==> config.mk <==
export PLATFORM = sky130hd
export DESIGN_NAME = sms_single_shot_bank
export DESIGN_NICKNAME = d
export VERILOG_FILES = /design/src/rtl/sms_single_shot_bank.sv
export SDC_FILE = /design/constraint.sdc
export NUM_CORES = 1
export LEC_CHECK = 0
export BUFFER_PORTS_ARGS = -buffer_cell sky130_fd_sc_hd__buf_4
export CORE_AREA = 2 2 74 76
export CTS_CLUSTER_DIAMETER = 60
export DETAILED_ROUTE_END_ITERATION = 6
export DIE_AREA = 0 0 76 78
export PLACE_DENSITY = 0.84
export RECOVER_POWER = 50
export SETUP_SLACK_MARGIN = 0.3
export SLEW_MARGIN = 20
export SYNTH_ARGS = -nofsm -noshare
export SYNTH_HDL_FRONTEND = slang
export SYNTH_SLANG_ARGS = --single-unit
export TNS_END_PERCENT = 5
==> constraint.sdc <==
create_clock -name x -period 6.1 [get_ports x]
set_input_delay 0.305 -clock x [delete_from_list [all_inputs] [get_ports x]]
set_output_delay 0.305 -clock x [all_outputs]
set_load 0.005 [all_outputs]
==> src/rtl/sms_single_shot_bank.sv <==
// -----------------------------------------------------------------------------
// sms_single_shot_bank
//
// Bank of independent single-shot (monostable) channels. Each channel watches
// its trigger input for a rising edge. When that edge arrives while the
// channel's gate is open, the channel produces a clean pulse on its output.
// The pulse lasts exactly the programmed number of clock cycles.
//
// Each channel also supports:
//   - retriggering (per-channel mode bit),
//   - aborting the pulse when its gate drops,
//   - a sticky flag that records any qualified trigger that had to be ignored.
//
// Parameters:
//   CHANNELS  number of independent channels
//   CNT_W     width of the pulse-length field and of each down-counter
//   RECOVERY  idle (busy, output low) cycles after a normal pulse end, >= 1;
//             only meaningful when SMS_SS_RECOVERY_EN is defined
//
// Optional feature macro:
//   SMS_SS_RECOVERY_EN  adds a RECOVER state after each normally-ended pulse.
//                       During RECOVER, qualified triggers are rejected and
//                       flagged as missed.
//
// Ports:
//   x        in   system clock, all state changes on its rising edge
//   reset_n  in   synchronous active-low reset
//   b        in   per-channel trigger inputs (already synchronous to x)
//   c        in   per-channel gate: 1 = armed, 0 = inhibit / abort
//   mode     in   per-channel mode: 1 = retriggerable, 0 = non-retriggerable
//   width    in   pulse length in cycles, shared, sampled only at load
//   d        out  registered pulse outputs
//   busy     out  channel is ACTIVE (or RECOVER)
//   missed   out  sticky: a qualified trigger was ignored
// -----------------------------------------------------------------------------
module sms_single_shot_bank #(
  parameter int CHANNELS = 4,
  parameter int CNT_W    = 8,
  parameter int RECOVERY = 2
) (
  input  logic                x,
  input  logic                reset_n,
  input  logic [CHANNELS-1:0] b,
  input  logic [CHANNELS-1:0] c,
  input  logic [CHANNELS-1:0] mode,
  input  logic [CNT_W-1:0]    width,
  output logic [CHANNELS-1:0] d,
  output logic [CHANNELS-1:0] busy,
  output logic [CHANNELS-1:0] missed
);

  typedef enum logic [1:0] {
    ST_IDLE    = 2'd0,
    ST_ACTIVE  = 2'd1,
    ST_RECOVER = 2'd2
  } state_t;

`ifdef SMS_SS_RECOVERY_EN
  // The recovery counter holds RECOVERY-1 down to 0.
  localparam int RCNT_W = (RECOVERY > 1) ? $clog2(RECOVERY) : 1;
  localparam logic [RCNT_W-1:0] RCNT_LOAD = RCNT_W'(RECOVERY - 1);
`else
  localparam int unusedRecovery = RECOVERY;
`endif

  logic [CHANNELS-1:0] r_bPrev;
  logic [CHANNELS-1:0] w_trig;
  logic                w_widthZero;
  logic [CNT_W-1:0]    w_loadCnt;

  // Previous trigger levels for edge detection. Reset sets them to all ones,
  // so a trigger that is already high when reset is released is not treated
  // as a new edge.
  always_ff @(posedge x) begin
    if (!reset_n) begin
      r_bPrev <= '1;
    end else begin
      r_bPrev <= b;
    end
  end

  // A qualified trigger is a rising edge seen while the gate is open.
  // The counter load value is shared by every channel.
  always_comb begin
    w_trig      = b & ~r_bPrev & c;
    w_widthZero = (width == '0);
    w_loadCnt   = width - CNT_W'(1);
  end

  for (genvar g = 0; g < CHANNELS; g++) begin : gChannel

    state_t           r_state;
    state_t           w_stateNext;
    logic [CNT_W-1:0] r_cnt;
    logic [CNT_W-1:0] w_cntNext;
    logic             r_d;
    logic             w_dNext;
    logic             r_mode;
    logic             w_modeNext;
    logic             r_missed;
    logic             w_missedNext;
`ifdef SMS_SS_RECOVERY_EN
    logic [RCNT_W-1:0] r_rcnt;
    logic [RCNT_W-1:0] w_rcntNext;
`endif

    // Channel state register. A reset that lands mid-pulse aborts the pulse
    // at that same edge.
    always_ff @(posedge x) begin
      if (!reset_n) begin
        r_state  <= ST_IDLE;
        r_cnt    <= '0;
        r_d      <= 1'b0;
        r_mode   <= 1'b0;
        r_missed <= 1'b0;
`ifdef SMS_SS_RECOVERY_EN
        r_rcnt   <= '0;
`endif
      end else begin
        r_state  <= w_stateNext;
        r_cnt    <= w_cntNext;
        r_d      <= w_dNext;
        r_mode   <= w_modeNext;
        r_missed <= w_missedNext;
`ifdef SMS_SS_RECOVERY_EN
        r_rcnt   <= w_rcntNext;
`endif
      end
    end

    // Next-state logic.
    //
    // The mode bit is latched whenever the counter loads (initial trigger or
    // retrigger). Changing the mode input mid-pulse therefore has no effect
    // until the next load. The width is sampled the same way.
    //
    // In ACTIVE, r_cnt counts the remaining high cycles after the current
    // one. Loading it with width-1 at the trigger edge keeps d high for
    // exactly `width` edges.
    always_comb begin
      w_stateNext  = r_state;
      w_cntNext    = r_cnt;
      w_dNext      = r_d;
      w_modeNext   = r_mode;
      w_missedNext = r_missed;
`ifdef SMS_SS_RECOVERY_EN
      w_rcntNext   = r_rcnt;
`endif
      case (r_state)
        ST_IDLE: begin
          // A zero-width trigger is silently dropped and does not count as
          // missed.
          if (w_trig[g] && !w_widthZero) begin
            w_stateNext = ST_ACTIVE;
            w_cntNext   = w_loadCnt;
            w_dNext     = 1'b1;
            w_modeNext  = mode[g];
          end
        end

        ST_ACTIVE: begin
          if (!c[g]) begin
            // Gate drop aborts immediately. This takes priority over
            // everything else.
            w_stateNext = ST_IDLE;
            w_cntNext   = '0;
            w_dNext     = 1'b0;
          end else if (w_trig[g] && r_mode && !w_widthZero) begin
            // Retrigger: restart the count from this edge. d never drops,
            // even on the last cycle.
            w_cntNext  = w_loadCnt;
            w_dNext    = 1'b1;
            w_modeNext = mode[g];
          end else begin
            // A non-retriggerable channel records the ignored trigger and
            // keeps counting down as usual.
            if (w_trig[g] && !r_mode) begin
              w_missedNext = 1'b1;
            end
            if (r_cnt == '0) begin
              w_dNext = 1'b0;
`ifdef SMS_SS_RECOVERY_EN
              w_stateNext = ST_RECOVER;
              w_rcntNext  = RCNT_LOAD;
`else
              w_stateNext = ST_IDLE;
`endif
            end else begin
              w_cntNext = r_cnt - CNT_W'(1);
            end
          end
        end

`ifdef SMS_SS_RECOVERY_EN
        ST_RECOVER: begin
          // The channel reports busy for RECOVERY cycles. The edge that
          // finds r_rcnt at zero is the first edge after recovery completes,
          // so it behaves exactly like IDLE and can accept a new trigger.
          if (!c[g]) begin
            w_stateNext = ST_IDLE;
            w_rcntNext  = '0;
          end else if (r_rcnt != '0) begin
            if (w_trig[g]) begin
              w_missedNext = 1'b1;
            end
            w_rcntNext = r_rcnt - RCNT_W'(1);
          end else begin
            w_stateNext = ST_IDLE;
            if (w_trig[g] && !w_widthZero) begin
              w_stateNext = ST_ACTIVE;
              w_cntNext   = w_loadCnt;
              w_dNext     = 1'b1;
              w_modeNext  = mode[g];
            end
          end
        end
`endif

        default: begin
          w_stateNext = ST_IDLE;
          w_cntNext   = '0;
          w_dNext     = 1'b0;
        end
      endcase
    end

    assign d[g]      = r_d;
    assign busy[g]   = (r_state != ST_IDLE);
    assign missed[g] = r_missed;

  end : gChannel

endmodule

After elaboration in Yosys (flattened, before gate mapping) --
Index checks and enable logic that the tools add are counted.
Storage, ports and cells: bits in registers 56, input port bits 22, word-level logic and storage cells 199
Operators by class: $add $sub $neg 5, eq/ne operators 32, multiplexer cells 76, bitwise gates (word level) 7, reduce and logical (&&, ||, !) cells 58
Operators with widths (count):
- 8-bit two-way mux | 16
- 8-bit one-hot mux with 2 select lines | 4
- 8-bit zero test | 5
- 8-bit by 1-bit subtractor with 8-bit output, second input constant | 5
- 2-bit two-way mux | 16
- 4-bit != test, second input constant | 8
- 4-bit AND reduction | 8
- 1-bit two-way mux | 28
- 2-bit != test, second input constant | 12
- 3-bit != test, second input constant | 8
- 1-bit logical AND | 16
- 1-bit one-hot mux with 2 select lines | 8
- 2-bit one-hot mux with 2 select lines | 4
- 2-bit AND reduction | 8
- 2-bit nonzero test | 8
- 3-bit AND reduction | 4
- 4-bit bitwise AND | 2
- 2-bit by 1-bit == test with 1-bit output, second input constant | 4
- 2-bit zero test | 4
- 1-bit zero test | 5
- 1-bit inverter | 4
- 4-bit inverter | 1

Depth between registers and ports, before layout --
Gate-level depths: netlist of the first run.
depth after elaboration 8, mapped depth 8, mapped depth without buffers 7

Worst setup path after synthesis of the first run --
OpenSTA, ideal clock, no wires.
kind input to register, start point input port width[0], end point register gChannel[1].r_cnt[6], arrival time 2082 ps, setup slack 3943 ps, stages 7, buffers on the path 0, cells stage by stage inv_1 -> ha_1 -> or3b_2 -> o211ai_4 -> and2_1 -> mux2_1 -> o22ai_1
On the way: longest elaborated chain between the ends 6
Ends and longest elaborated chain:
- start, declared | RTL line 46 | input logic [CNT_W-1:0] width,
- branches (longest 6 deep; another with 8-bit by 1-bit subtractor with 8-bit output)
- end signal, assigned | RTL line 121 | r_cnt <= w_cntNext;
- end, declared | RTL line 94 | logic [CNT_W-1:0] r_cnt;
Parallel ways; which one is timed is not known. The select of a mux whose other input is x is not followed. A chain may end at the register's enable or synchronous reset.

Final worst setup path of the first run --
start point input port reset_n, end point register gChannel[3].r_cnt[5]
RTL lines:
- start, declared | RTL line 42 | input logic reset_n,
- end signal, assigned | RTL line 121
- end, declared | RTL line 94
No word-level cell between the ends.

==> results of run 1 <==
[flip-flops by register name (all words and copies together) (netlist names)]
name               flops
gChannel.r_cnt        32
r_bPrev                4
gChannel.r_mode        4
gChannel.r_missed      4
gChannel.r_d           4
gChannel.r_state       4
[cell usage in the layout (no fill, tap or decap), drive strengths merged, types with 10 or more instances in the layout]
| cell | count |
|---|---|
| o21ai | 29 |
| a21oi | 36 |
| xnor2 | 12 |
| buf | 19 |
| clkbuf | 21 |
| nor3 | 14 |
| ha | 10 |
| nand3 | 11 |
| nand2 | 26 |
| nor2 | 26 |
| inv | 21 |
| dfxtp | 52 |
[cell usage after synthesis, drive strengths merged, types with 3 or more instances]
master / number / area (um2)
mux2i: 3 / 30.0
nand2: 26 / 97.6
a211oi: 3 / 22.5
a32o: 8 / 80.1
o221a: 5 / 56.3
clkbuf: 13 / 48.8
nand4: 3 / 18.8
a31oi: 5 / 31.3
dfxtp: 52 / 1040
o211a: 4 / 47.6
ha: 10 / 125
or4: 5 / 37.5
o32ai: 4 / 35.0
nand3: 11 / 60.1
inv: 21 / 78.8
nor4: 8 / 68.8
o21ai: 29 / 145
a2bb2oi: 7 / 61.3
o22ai: 4 / 25.0
nor2: 26 / 97.6
nand3b: 3 / 22.5
buf: 11 / 75.1
nand2b: 8 / 50.1
nor2b: 4 / 25.0
nor3: 14 / 70.1
o22a: 5 / 43.8
a21oi: 36 / 188
o211ai: 4 / 48.8
nor3b: 4 / 30.0
xor2: 4 / 35.0
xnor2: 12 / 105
and2: 6 / 37.5
[path summary, 6_finish.rpt]
path         cells after the start            startpoint              endpoint
max                              3               reset_n  gChannel[3].r_cnt[5]
min reg2reg                      2       gChannel[0].r_d       gChannel[0].r_d
max reg2reg                      8  gChannel[0].r_cnt[0]  gChannel[0].r_cnt[6]
min                              2                  b[1]            r_bPrev[1]
[kinds of logic after synthesis]
| family | Yosys count | synth area share |
|---|---|---|
| AND/OR/NAND/NOR | 132 | 0.229 |
| AO/OA/AOI/OAI | 131 | 0.290 |
| flip-flops | 52 | 0.323 |
| buffers and inverters | 45 | 0.0629 |
| XOR/XNOR | 16 | 0.0435 |
| adder cells (fa/ha/maj) | 10 | 0.0388 |
| multiplexers | 4 | 0.0128 |
[worst register-to-register path, delay by kind of cell, from the launching register on]
kind | cells | cell delay, ns
fa+ha+maj | 1 | 0.15
buf+inv | 2 | 0.36
simple gates | 2 | 0.80
flops | 1 | 0.37
compound gates | 3 | 0.64
[report_power, final]
part,total [mW],switching [mW],internal (mW)
clock,0.209,0.118,0.0909
combinational,0.164,0.0908,0.0736
sequential,0.373,0.0180,0.355
total,0.747,0.227,0.520
[per-layer routing]
layer,global-route usage,wire [um]
met5,0,0
met4,0.136,255
met3,0.0477,646
met2,0.449,3740
met1,0.375,3570
[through the flow]
stage	power [mW]	instances	hold slack [ns]	utilization
after floorplan	0.496	390	0.406	-
after global placement	0.538	469	0.441	0.681
after detailed placement	0.541	469	0.440	0.681
after CTS	0.746	477	0.196	0.699
after global routing	0.783	478	0.194	0.696
final	0.747	478	0.197	0.696
[layout make-up]
cell class | count | area share
Clock inverter | 2 | 0.00285
Sequential cell | 52 | 0.297
Multi-Input combinational cell | 293 | 0.560
Clock buffer | 6 | 0.0235
Tap cell | 70 | 0.0249
Inverter | 21 | 0.0225
Timing Repair Buffer | 34 | 0.0699
==> summary by stage, run 1 <==
Yosys
The primary flip-flop cell chosen by synthesis mapping is sky130_fd_sc_hd__dfxtp_1. Yosys mapped the design onto 66 distinct sky130hd cell types. A synthesized cell averages 8.26 um2. During synthesis, Yosys emitted a total of 0 warnings. The mapped netlist covers 3220 um2.

Counting every net in the synthesized netlist gives 422. For this run, asynchronously set or reset flops after synthesis account for 0. The proportion of synthesized chip area in sequential cells is 0.323. Counting flops and latches in the post-synthesis netlist gives 52. The gate count after technology mapping is 390. In this run, synthesis inferred 0 flip-flops with an integrated enable.

Final layout
After filler insertion, the fill cell instance count of the layout stands at 428. The fraction of layout instances using a drive strength above 1 is 0.127. Summing all flip-flop and latch instances after layout gives 1040 um2.

The multi-input logic area is 1970 um2. The number of nets in the layout is 439. The finished cells cover 3510 um2. Compared with the post-synthesis result, the final layout area differs by 8.97%. The number of diodes added for antenna fixing is 0.

Clock tree
The buffer type at the clock tree root is sky130_fd_sc_hd__clkbuf_8. Counting the buffers created by CTS gives 5. The clock slew at the register clock pins of the worst setup and hold paths is 0.09 ns. The H-tree was split into 2 levels. The worst-case clock buffer depth is 2. The TritonCTS sink count is 52.

The post-cts resize count is 0. Clock latency on the worst-skew pair, taken at its later pin, is 0.31 ns. The cts-stage hold buffer count is 0. The number of setup buffers added after CTS is 0. TritonCTS built the clock tree.

Critical path
The register-to-register setup slack is 3.67 ns. The worst setup path is launched from a primary input. STA puts the critical path data arrival time at 2.94 ns. In this design, the largest share of critical-path delay is due to buffers and inverters. STA classifies the critical path endpoint as a flop. The count of buffering cells on the critical path with inverters included is 2. For this design, the slowest cell found on the critical path is sky130_fd_sc_hd__clkbuf_1.

The largest single stage delay on the critical path is 1.37 ns. The category of the critical setup timing path is primary input to flop. Along the worst path, the maximum fanout reaches 45. STA puts the critical path data required time at 6.31 ns. Traced cell by cell, the critical path runs through clkbuf_1, inv_1, a221oi_1.

Floorplanning
The starting density of the core is 0.639. The die outline height is 78 um. The count of boundary I/O pins is 34. The width of the die is 76 um. The full die area is 5930 um2.

The region available for standard cell placement spans 5040 um2. The number of core rows is 26.

STA
The setup TNS after final layout is 0 ns. Setup repair after global routing left no endpoint under its margin. Headroom to the max-slew limit came out at -0.294. The number of pins with negative max-slew slack in the final report was 46. For the final database, setup skew stands at 0.00529 ns. The final setup violation count is 0.

Setup slack on the critical path of the routed design comes to 3.36 ns. For the pin with the worst max-slew slack, the measured transition is 1.94 ns. In the finished design, the share of the clock period the worst path needs comes to 0.449.

For the finished layout, the period the worst path requires is 2.74 ns. Based on the critical path, the design can be clocked at up to 365 MHz. The hold violation count in the final report came to 0.

Placed design
Buffers placed on the I/O ports in this run total 33. The placed instances occupy a cell area of 3430 um2. The pre-CTS setup slack is 3.38 ns. The placer's final routability congestion estimate is 0.938. The final HPWL from detailed placement is 5730 um.

Run
The number of violations of the max-capacitance limit is 1.

Route
The count of TritonRoute iterations in the first routing pass is 5. In this run the remaining antenna-violating nets after routing total 0. Dividing the detail-routed wire length by the instance count gives 17.2 um. The routed layout has 3,143 vias. For this run, design rule violations remaining after detail routing come to 0. The routed wire length is 8220 um.

Using the TritonRoute via totals, the vias-per-cell ratio works out to 6.58. The DRC marker count from the first detailed-route iteration is 320.

Global route
The initial antenna violation count is 0. After global routing the overflow that remains totals 0. The maximum number of pins on one net before global-route repair is 46. The first-pass GRT wire length is 13,500 um.

The global-route usage over all layers is 0.283. The via count of the first global-routing pass is 2,824.

Run status
The final reports fail on capacitance limit, slew limit. The run finished, with violations left.

Power and ir drop
For this design the ratio of total power to cell area is 213 nW/um2. The reported leakage power is 1.37 nW. The worst-case IR drop observed on VDD is 0.102 mV.

Min path
In this run the worst hold path is classified as primary input to flop.
(Power assumes the default switching activity.)
==> run 2, diff against run 1 <==
ABC_AREA = 1   (was unset)
CORE_AREA = 2 2 79 81   (was 2 2 74 76)
DIE_AREA = 0 0 81 83   (was 0 0 76 78)
PLACE_DENSITY = 0.77   (was 0.84)
clock period = 2.8 ns   (was 6.1 ns; I/O delays follow)
==> run 2 against run 1 <==
The run now ends clean. Combinational power rose to 2.8 times the previous value. Utilization down 7.3 points. Sequential share of layout area decreased by 0.95 points. Clock skew up 0.0051 ns. Global-route usage is 4.7 points lower. Total power up 130%. Cell area is 3.3% higher. Sequential power grew 120%. Non-clock buffer count fell by 1. Register-to-register slack worse by 2.7 ns. Largest cell class unchanged. Synthesized cell count rose by 32%.
==> summary by stage, run 2 <==
Yosys
The primary flip-flop cell chosen by synthesis mapping is sky130_fd_sc_hd__dfxtp_1. The gate count after technology mapping is 515 (+32%). The area of the mapped netlist is 3390 um2 (+5.2%). The proportion of synthesized chip area in sequential cells is 0.307 (-0.0161). The top-area cell type share of the netlist area was 0.307 (-0.0161). The biggest area contributor in the post-synthesis netlist is sky130_fd_sc_hd__dfxtp_1.

The most frequent cell after synthesis is sky130_fd_sc_hd__nand2_1. The total nets after synthesis is 547 (+30%). The average cell area after synthesis is 6.58 um2 (-20%). The count of cell types in the netlist is 36 (-45%).

Ranked by instance count, the synthesized netlist is headed by sky130_fd_sc_hd__nand2_1 (123), sky130_fd_sc_hd__nor2_1 (70), sky130_fd_sc_hd__inv_1 (56), sky130_fd_sc_hd__dfxtp_1 (52), sky130_fd_sc_hd__a21oi_1 (34). The share of async-settable or async-resettable flops after synthesis was 0 (unchanged). The number of synthesized register bits is 52 (unchanged).

The warning count from the yosys run is 0 (unchanged). The number of enable-type register cells in the synthesized netlist came to 0 (unchanged). In the post-synthesis netlist, the biggest area contributors are sky130_fd_sc_hd__dfxtp_1 (31%), sky130_fd_sc_hd__nand2_1 (14%), sky130_fd_sc_hd__nor2_1 (7.7%).

Placed design
The placer's final routability congestion estimate is 0.918 (-2.1%). The count of input and output buffers is 33 (unchanged). The final HPWL from detailed placement is 5600 um (-2.2%). The total placed instance area came to 3600 um2 (+5.0%). The cell total after placement is 605 (+29%).

Critical path
The family with the most delay on the worst path is simple AND/OR/NAND/NOR gates. Traced cell by cell, the critical path runs through clkbuf_4, inv_1, ha_1, nand2_1, nor2_1, nor2_2, nor2_1, inv_2, nand2_1, nand3_1, a21oi_1. The worst register-to-register path begins at gChannel[2].r_state[0]. The reg-to-reg endpoint is gChannel[2].r_cnt[3].

The worst setup path is captured at a flop. The required arrival time at the worst endpoint is 3.04 ns (-3.27 ns). The register-to-register setup slack is 1.01 ns (-2.66 ns). On the critical path, the stage with the largest delay is an instance of sky130_fd_sc_hd__nor2_1. The critical path is of the primary input to flop type. The worst path arrival time was 2.36 ns (-0.58 ns). The count of buffering cells on the critical path with inverters included is 3 (+1).

The largest fanout on the critical path came to 10 (-78%). The delay contributed by the slowest stage of the critical path came to 0.59 ns (-0.78 ns). The number of cell instances on the worst register-to-register path is 6 (-2). The worst setup path is launched from a primary input.

STA
The final worst-path cycle share is 0.757. The number of pins with negative max-slew slack in the final report was 0 (-100%). The hold violation count in the final report is 0 (unchanged). Setup repair after global routing left no endpoint under its margin. The final setup violation count is 0 (unchanged). The setup TNS after final layout is 0 ns (unchanged).

The tightest slew margin relative to the limit is 0.495 (+0.790). The top achievable clock speed is 472 MHz. The worst path in the final design needs a cycle of 2.12 ns, including I/O delays and setup.

The transition time at the pin with the least slew margin is 0.754 ns (-1.19 ns). The worst clock skew came to 0.0104 ns (+0.00514 ns).

Global route
The via count of the first global-routing pass is 2,949 (+4.4%). The initial antenna violation count is 0 (unchanged). The first-pass GRT wire length is 12,800 um (-5.2%).

The maximum number of pins on one net before global-route repair is 35 (-24%). The global-route usage over all layers is 0.235 (-0.0472). The total congestion overflow was 0 (unchanged).

Power and ir drop
The clock group share of total power is 0.244 (-0.036). The combinational fraction of design power came to 0.272 (+0.052). The switching share of total power is 0.330 (+0.0260). The maximum VDD drop is 0.285 mV (+180%). The total power per unit cell area is 468 nW/um2 (+120%).

The internal power summed over all cells is 1.14 mW (+120%). The part of the power in registers came to 0.485 (-0.014). The reported leakage power came to 1.75 nW (+27%).

The reported net switching power was 561 uW (+150%).

Floorplanning
The placeable core region was 5820 um2 (+15%). The die outline height is 83 um (+6.4%). The full die area is 6720 um2 (+13%).

The width of the die is 81 um (+6.6%). The starting density of the core is 0.583 (-0.0559). The count of boundary I/O pins is 34 (unchanged).

The number of core rows is 28 (+7.7%).

Route
The routed wire length is 7580 um (-7.8%). The post-detailed-route wirelength per cell was 12.4 um (-28%). The via total after detailed routing is 3,161 (+0.57%). The count of TritonRoute iterations in the first routing pass was 5 (unchanged). The count of antenna-violating nets left after detailed routing is 0 (unchanged). The DRC marker count from the first detailed-route iteration is 198 (-38%). The DRC violation count after routing is 0 (unchanged).

The post-detailed-route via-to-cell ratio came to 5.17 (-21%).

Min path
The path class of the lowest-slack min-delay path is primary input to flop. The worst hold path stage count was 2 (unchanged). The worst hold path begins at b[3]. The worst min-delay path endpoint is r_bPrev[3].

Clock tree
TritonCTS built the clock tree. The clock insertion delay at the later pin of the skew report is 0.30 ns (about the same). The TritonCTS sink count was 52 (unchanged). The post-cts resize count is 0 (unchanged). The number of clock buffers inserted by TritonCTS is 5 (unchanged).

The H-tree depth is 2 (unchanged). The cts-stage hold buffer count is 0 (unchanged). The tree is rooted in a sky130_fd_sc_hd__clkbuf_8. The number of setup buffers added after CTS is 0 (unchanged). The clock slew at the register clock pins of the worst setup and hold paths is 0.09 ns (about the same). The worst-case clock buffer depth is 2 (unchanged).

Final layout
The final cell count without fillers is 612 (+28%). The fraction of layout instances using a drive strength above 1 is 0.130 (+0.00290). Leaving out fill and tap cells, the most frequent cell in the layout is sky130_fd_sc_hd__nand2_1.

The area of all placed cells without fillers is 3630 um2 (+3.3%). The post-layout utilization of the core is 0.624 (-0.0726). Relative to the synthesized area, the layout overhead comes to 6.97%. The number of diodes added for antenna fixing is 0 (unchanged). The filler cell count came to 567 (+32%). The register with the most flip-flops is gChannel.r_cnt.

The number of nets in the layout is 569 (+30%). The flip-flop count of the largest register, all copies and words added was 32 (unchanged). In the layout the commonest cells are sky130_fd_sc_hd__nand2_1 (126), sky130_fd_sc_hd__nor2_1 (72), sky130_fd_sc_hd__inv_1 (56), sky130_fd_sc_hd__dfxtp_1 (52), sky130_fd_sc_hd__a21oi_1 (34).

Run status
The run finished with clean final reports.

Run
The number of violations of the max-capacitance limit is 0 (-1).
## run 2: cell types whose count changed after synthesis, moves of 10 or more
cell	before	now
sky130_fd_sc_hd__inv_1	21	56
sky130_fd_sc_hd__nand2_1	26	123
sky130_fd_sc_hd__nand3_1	10	31
sky130_fd_sc_hd__nor2_1	26	70
sky130_fd_sc_hd__nor3_1	14	4
sky130_fd_sc_hd__o21ai_0	12	24
sky130_fd_sc_hd__xnor2_1	12	2
sky130_fd_sc_hd__xor2_1	4	19
## run 2: kinds of logic after synthesis
| kind of cell | synth area share |
|---|---|
| fa+ha+maj | 0.0369 |
| xor+xnor | 0.0542 |
| flops | 0.307 |
| simple gates | 0.367 |
| compound gates | 0.130 |
| buf+inv | 0.105 |
## run 2: worst max-delay path by stage
| stage | to | depth (start not counted) | from | slack [ns] |
|---|---|---|---|---|
| 6_report | gChannel[3].r_cnt[2] | 11 | width[0] | 0.68 |
| 5_1_grt | gChannel[3].r_cnt[5] | 11 | width[0] | 0.51 |
| 3_3_place_gp | gChannel[1].r_cnt[3] | 12 | width[0] | 1.04 |
| 4_1_cts | gChannel[2].r_cnt[3] | 7 | gChannel[2].r_cnt[2] | 1.20 |
| 2_1_floorplan | gChannel[0].r_cnt[5] | 11 | width[0] | 1.31 |
| 3_5_place_dp | gChannel[2].r_cnt[3] | 11 | width[0] | 1.0 |
## run 2: power by group through the flow
stage / logic [mW] / clock network [mW] / registers [mW]
3_5_place_dp: 0.462 / 0 / 0.840
2_1_floorplan: 0.364 / 0 / 0.830
6_report: 0.462 / 0.414 / 0.824
5_1_grt: 0.531 / 0.454 / 0.830
4_1_cts: 0.464 / 0.429 / 0.824
3_3_place_gp: 0.451 / 0 / 0.840
## run 2: layer usage
metal / GRT usage / vias to the layer above / routed length [um]
met2: 0.393 / 71 / 3600
met3: 0.0424 / 9 / 367
met1: 0.307 / 1414 / 3510
met4: 0.0663 / 0 / 99
met5: 0 / - / 0
li1: - / 1667 / -
## run 2: area by class of cell
class	count	area, um2	area share
multi-input combinational	384	1940	0.535
sequential	52	1040	0.287
timing repair buffer	33	244	0.0673
inverter	61	229	0.0631
tap	75	93.8	0.0259
clock buffer	6	72.6	0.0200
clock inverter	1	5.00	0.00138
## run 2: through the flow
stage / hold WS (ns) / setup slack, ns / power [mW]
after CTS: 0.0288 / 1.20 / 1.72
after global placement: 0.340 / 1.04 / 1.29
after detailed placement: 0.347 / 1.00 / 1.30
after global routing: 0.0296 / 0.510 / 1.81
after floorplan: 0.247 / 1.31 / 1.19
final: 0.0374 / 0.681 / 1.70
==> run 3, diff against run 2 <==
CORE_AREA = 2 2 83 85   (was 2 2 79 81)
DIE_AREA = 0 0 85 87   (was 0 0 81 83)
PLACE_DENSITY = 0.74   (was 0.77)
clock period = 1.9 ns   (was 2.8 ns; I/O delays follow)
==> run 3 against run 2 <==
Utilization fell by 4.7 points. Worst setup slack got worse by 0.32 ns. Routed wire length rose by 3.4%. Worst hold slack got worse by 0.00062 ns. Clock power rose by 60%. Critical path depth did not move. Sequential power rose by 48%. Clock skew fell by 0.0010 ns. First-iteration DRC count fell by 25%.
==> summary by stage, run 3 (synthesized netlist as in run 2, its figures left out) <==
Run status
The flow ran to the end, and the final reports show no timing, DRC or antenna violations.

Clock tree
TritonCTS built the clock tree. The TritonCTS sink count is 52 (unchanged). The cell sitting at the root of the clock tree is a sky130_fd_sc_hd__clkbuf_8. The clock slew at the register clock pins of the worst setup and hold paths was 0.10 ns (about the same). The number of clock buffers inserted by TritonCTS is 5 (unchanged).

The clock insertion delay at the later pin of the skew report came to 0.31 ns (about the same). The H-tree depth is 2 (unchanged). The worst-case clock buffer depth is 2 (unchanged).

Route
Signal routing reaches up to met4. The post-detailed-route via-to-cell ratio came to 5.22 (+1.1%). The length of routed met3 wiring is 334 um (-9.0%). The via total after detailed routing is 3,269 (+3.4%).

The count of TritonRoute iterations in the first routing pass is 7 (+2). The count of antenna-violating nets left after detailed routing is 0 (unchanged). The routed wire length on met2 was 3760 um (+4.4%). The post-detailed-route wirelength per cell is 12.5 um (+1.1%). The DRC violation count after routing came to 0 (unchanged). The routed wire length is 7840 um (+3.4%).

The DRC marker count from the first detailed-route iteration was 148 (-25%). The routed length on met1 was 3530 um (+0.54%).

Final layout
The number of nets in the layout was 577 (+1.4%). The filler cell count is 632 (+11%). The sequential cell area is 1040 um2 (unchanged). The multi-input logic area is 2020 um2 (+3.8%).

The flip-flop count of the largest register, all copies and words added came to 32 (unchanged). The register with the most flip-flops is gChannel.r_cnt. The signed area change from the synthesized netlist to the final layout is 11.7%. The library cells used most frequently in the layout, excluding fill and tap cells, are sky130_fd_sc_hd__nand2_1 (125), sky130_fd_sc_hd__nor2_1 (69), sky130_fd_sc_hd__inv_1 (56), sky130_fd_sc_hd__dfxtp_1 (52), sky130_fd_sc_hd__a21oi_1 (34). The library cell used most frequently in the layout, excluding fill and tap cells, is sky130_fd_sc_hd__nand2_1. The number of diodes added for antenna fixing came to 0 (unchanged).

The fraction of layout instances using a drive strength above 1 is 0.150 (+0.0198).

Critical path
The cell repeated most along the worst path is sky130_fd_sc_hd__nand2_1. The required arrival time at the worst endpoint was 2.10 ns (-0.94 ns). The launching element type of the critical path is a primary input. The worst path arrival time is 1.74 ns (-0.62 ns).

The delay contributed by the slowest stage of the critical path is 0.52 ns (-0.07 ns). The largest fanout on the critical path was 11 (+1). The setup path with the least slack is of type primary input to flop. The signal on the critical path passes through dlygate4sd3_1, clkbuf_1, nand2_2, nor2_4, nand2_4, nand2_1, nor2_4, nand2_1, nand2_1, nor2_1, nor2_1. The cell with the biggest individual delay on the critical path is sky130_fd_sc_hd__dlygate4sd3_1.

The worst setup path is captured at a flop.

Placed design
The count of input and output buffers was 33 (unchanged). The final HPWL from detailed placement came to 5830 um (+4.1%). The placer's final routability congestion estimate is 0.904 (-1.5%).

STA
Setup repair after global routing could not meet its margin everywhere. The number of pins with negative max-slew slack in the final report is 0 (unchanged). The setup TNS after final layout was 0 ns (unchanged). Counting I/O delays and the setup requirement, the final critical path takes 1.54 ns.

The tightest slew margin relative to the limit was 0.630 (+0.134). The worst clock skew is 0.00941 ns (-0.00103 ns). The top achievable clock speed is 651 MHz.

The hold violation count in the final report was 0 (unchanged). The final setup violation count is 0 (unchanged). Dividing the final minimum period by the clock period gives 0.809. The transition time at the pin with the least slew margin is 0.555 ns (-0.199 ns).

Power and ir drop
The clock group share of total power is 0.256 (+0.012). The total power after layout is 2.59 mW (+52%). The total power per unit cell area came to 683 nW/um2 (+46%).

The combinational fraction of design power is 0.274 (+0.002). The part of the power in registers was 0.470 (-0.015). The maximum VDD drop is 0.339 mV (+19%). The reported leakage power was 1.82 nW (+4.1%). The reported net switching power is 847 uW (+51%).

The internal power summed over all cells is 1.74 mW (+53%). The switching share of total power was 0.327 (-0.00279).

Floorplanning
The width of the die is 85 um (+4.9%). The full die area is 7400 um2 (+10%). The number of core rows is 30 (+7.1%). The die outline height is 87 um (+4.8%). The count of boundary I/O pins is 34 (unchanged). The starting density of the core is 0.516 (-0.0669). The placeable core region is 6570 um2 (+13%).

Min path
In this run the worst hold path is classified as primary input to flop.

Global route
The first-pass GRT wire length is 13,100 um (+2.1%). The via count of the first global-routing pass was 3,012 (+2.1%). The total congestion overflow was 0 (unchanged).

The initial antenna violation count is 0 (unchanged). The maximum number of pins on one net before global-route repair is 34 (-2.9%). The global-route usage over all layers was 0.217 (-0.0180).

Run
The number of violations of the max-capacitance limit came to 0 (unchanged).
==> run 3: per-layer routing <==
metal / track usage / vias to the layer above
met5: 0 / -
met4: 0.0895 / 0
met3: 0.0322 / 20
met2: 0.370 / 78
met1: 0.275 / 1487
li1: - / 1684
==> run 3: critical path, delay by kind of cell <==
family        cells  cell delay [ns]
simple gates      9             0.97
buf+inv           2             0.67
==> run 3: power groups by stage <==
stage	Combinational (mW)	Sequential, mW	Clock, mW
floorplan	0.537	1.22	0
global placement	0.677	1.24	0
detailed placement	0.691	1.24	0
CTS	0.702	1.21	0.684
global route	0.806	1.22	0.721
finish	0.710	1.22	0.661
==> run 3: area by class of cell <==
| class | count | share of cell area |
|---|---|---|
| Sequential cell | 52 | 0.275 |
| Tap cell | 80 | 0.0264 |
| Inverter | 61 | 0.0605 |
| Clock buffer | 8 | 0.0238 |
| Multi-Input combinational cell | 384 | 0.532 |
| Timing Repair Buffer | 41 | 0.0820 |
==> run 3: timing repair <==
item	CTS	global route
hold buffers	4	0
buffers inserted	0	0
endpoints found under the hold margin	4	0
setup endpoints to repair	1	31
resized for setup	1	6
==> run 3: through the flow <==
stage / util / area [um2] / hold WS, ns / cells / setup WS [ns]
after global routing: 0.576 / 3790 / 0.0380 / 626 / 0.181
after detailed placement: 0.554 / 3640 / 0.296 / 614 / 0.223
after CTS: 0.575 / 3780 / 0.0325 / 626 / 0.309
after global placement: 0.554 / 3640 / 0.295 / 614 / 0.267
final: 0.576 / 3790 / 0.0368 / 626 / 0.363
after floorplan: - / 3390 / 0.202 / 515 / 0.459
==> run 3: path summary, 6_finish.rpt <==
path	endpoint	slack, ns	depth (start not counted)	start
worst max-delay path	gChannel[1].r_cnt[4]	0.36	11	b[1]
worst min-delay path	gChannel[3].r_mode	0.04	3	mode[3]
worst min register to register	gChannel[0].r_missed	0.45	2	gChannel[0].r_missed
worst max register to register	gChannel[2].r_cnt[3]	0.37	7	gChannel[2].r_cnt[2]
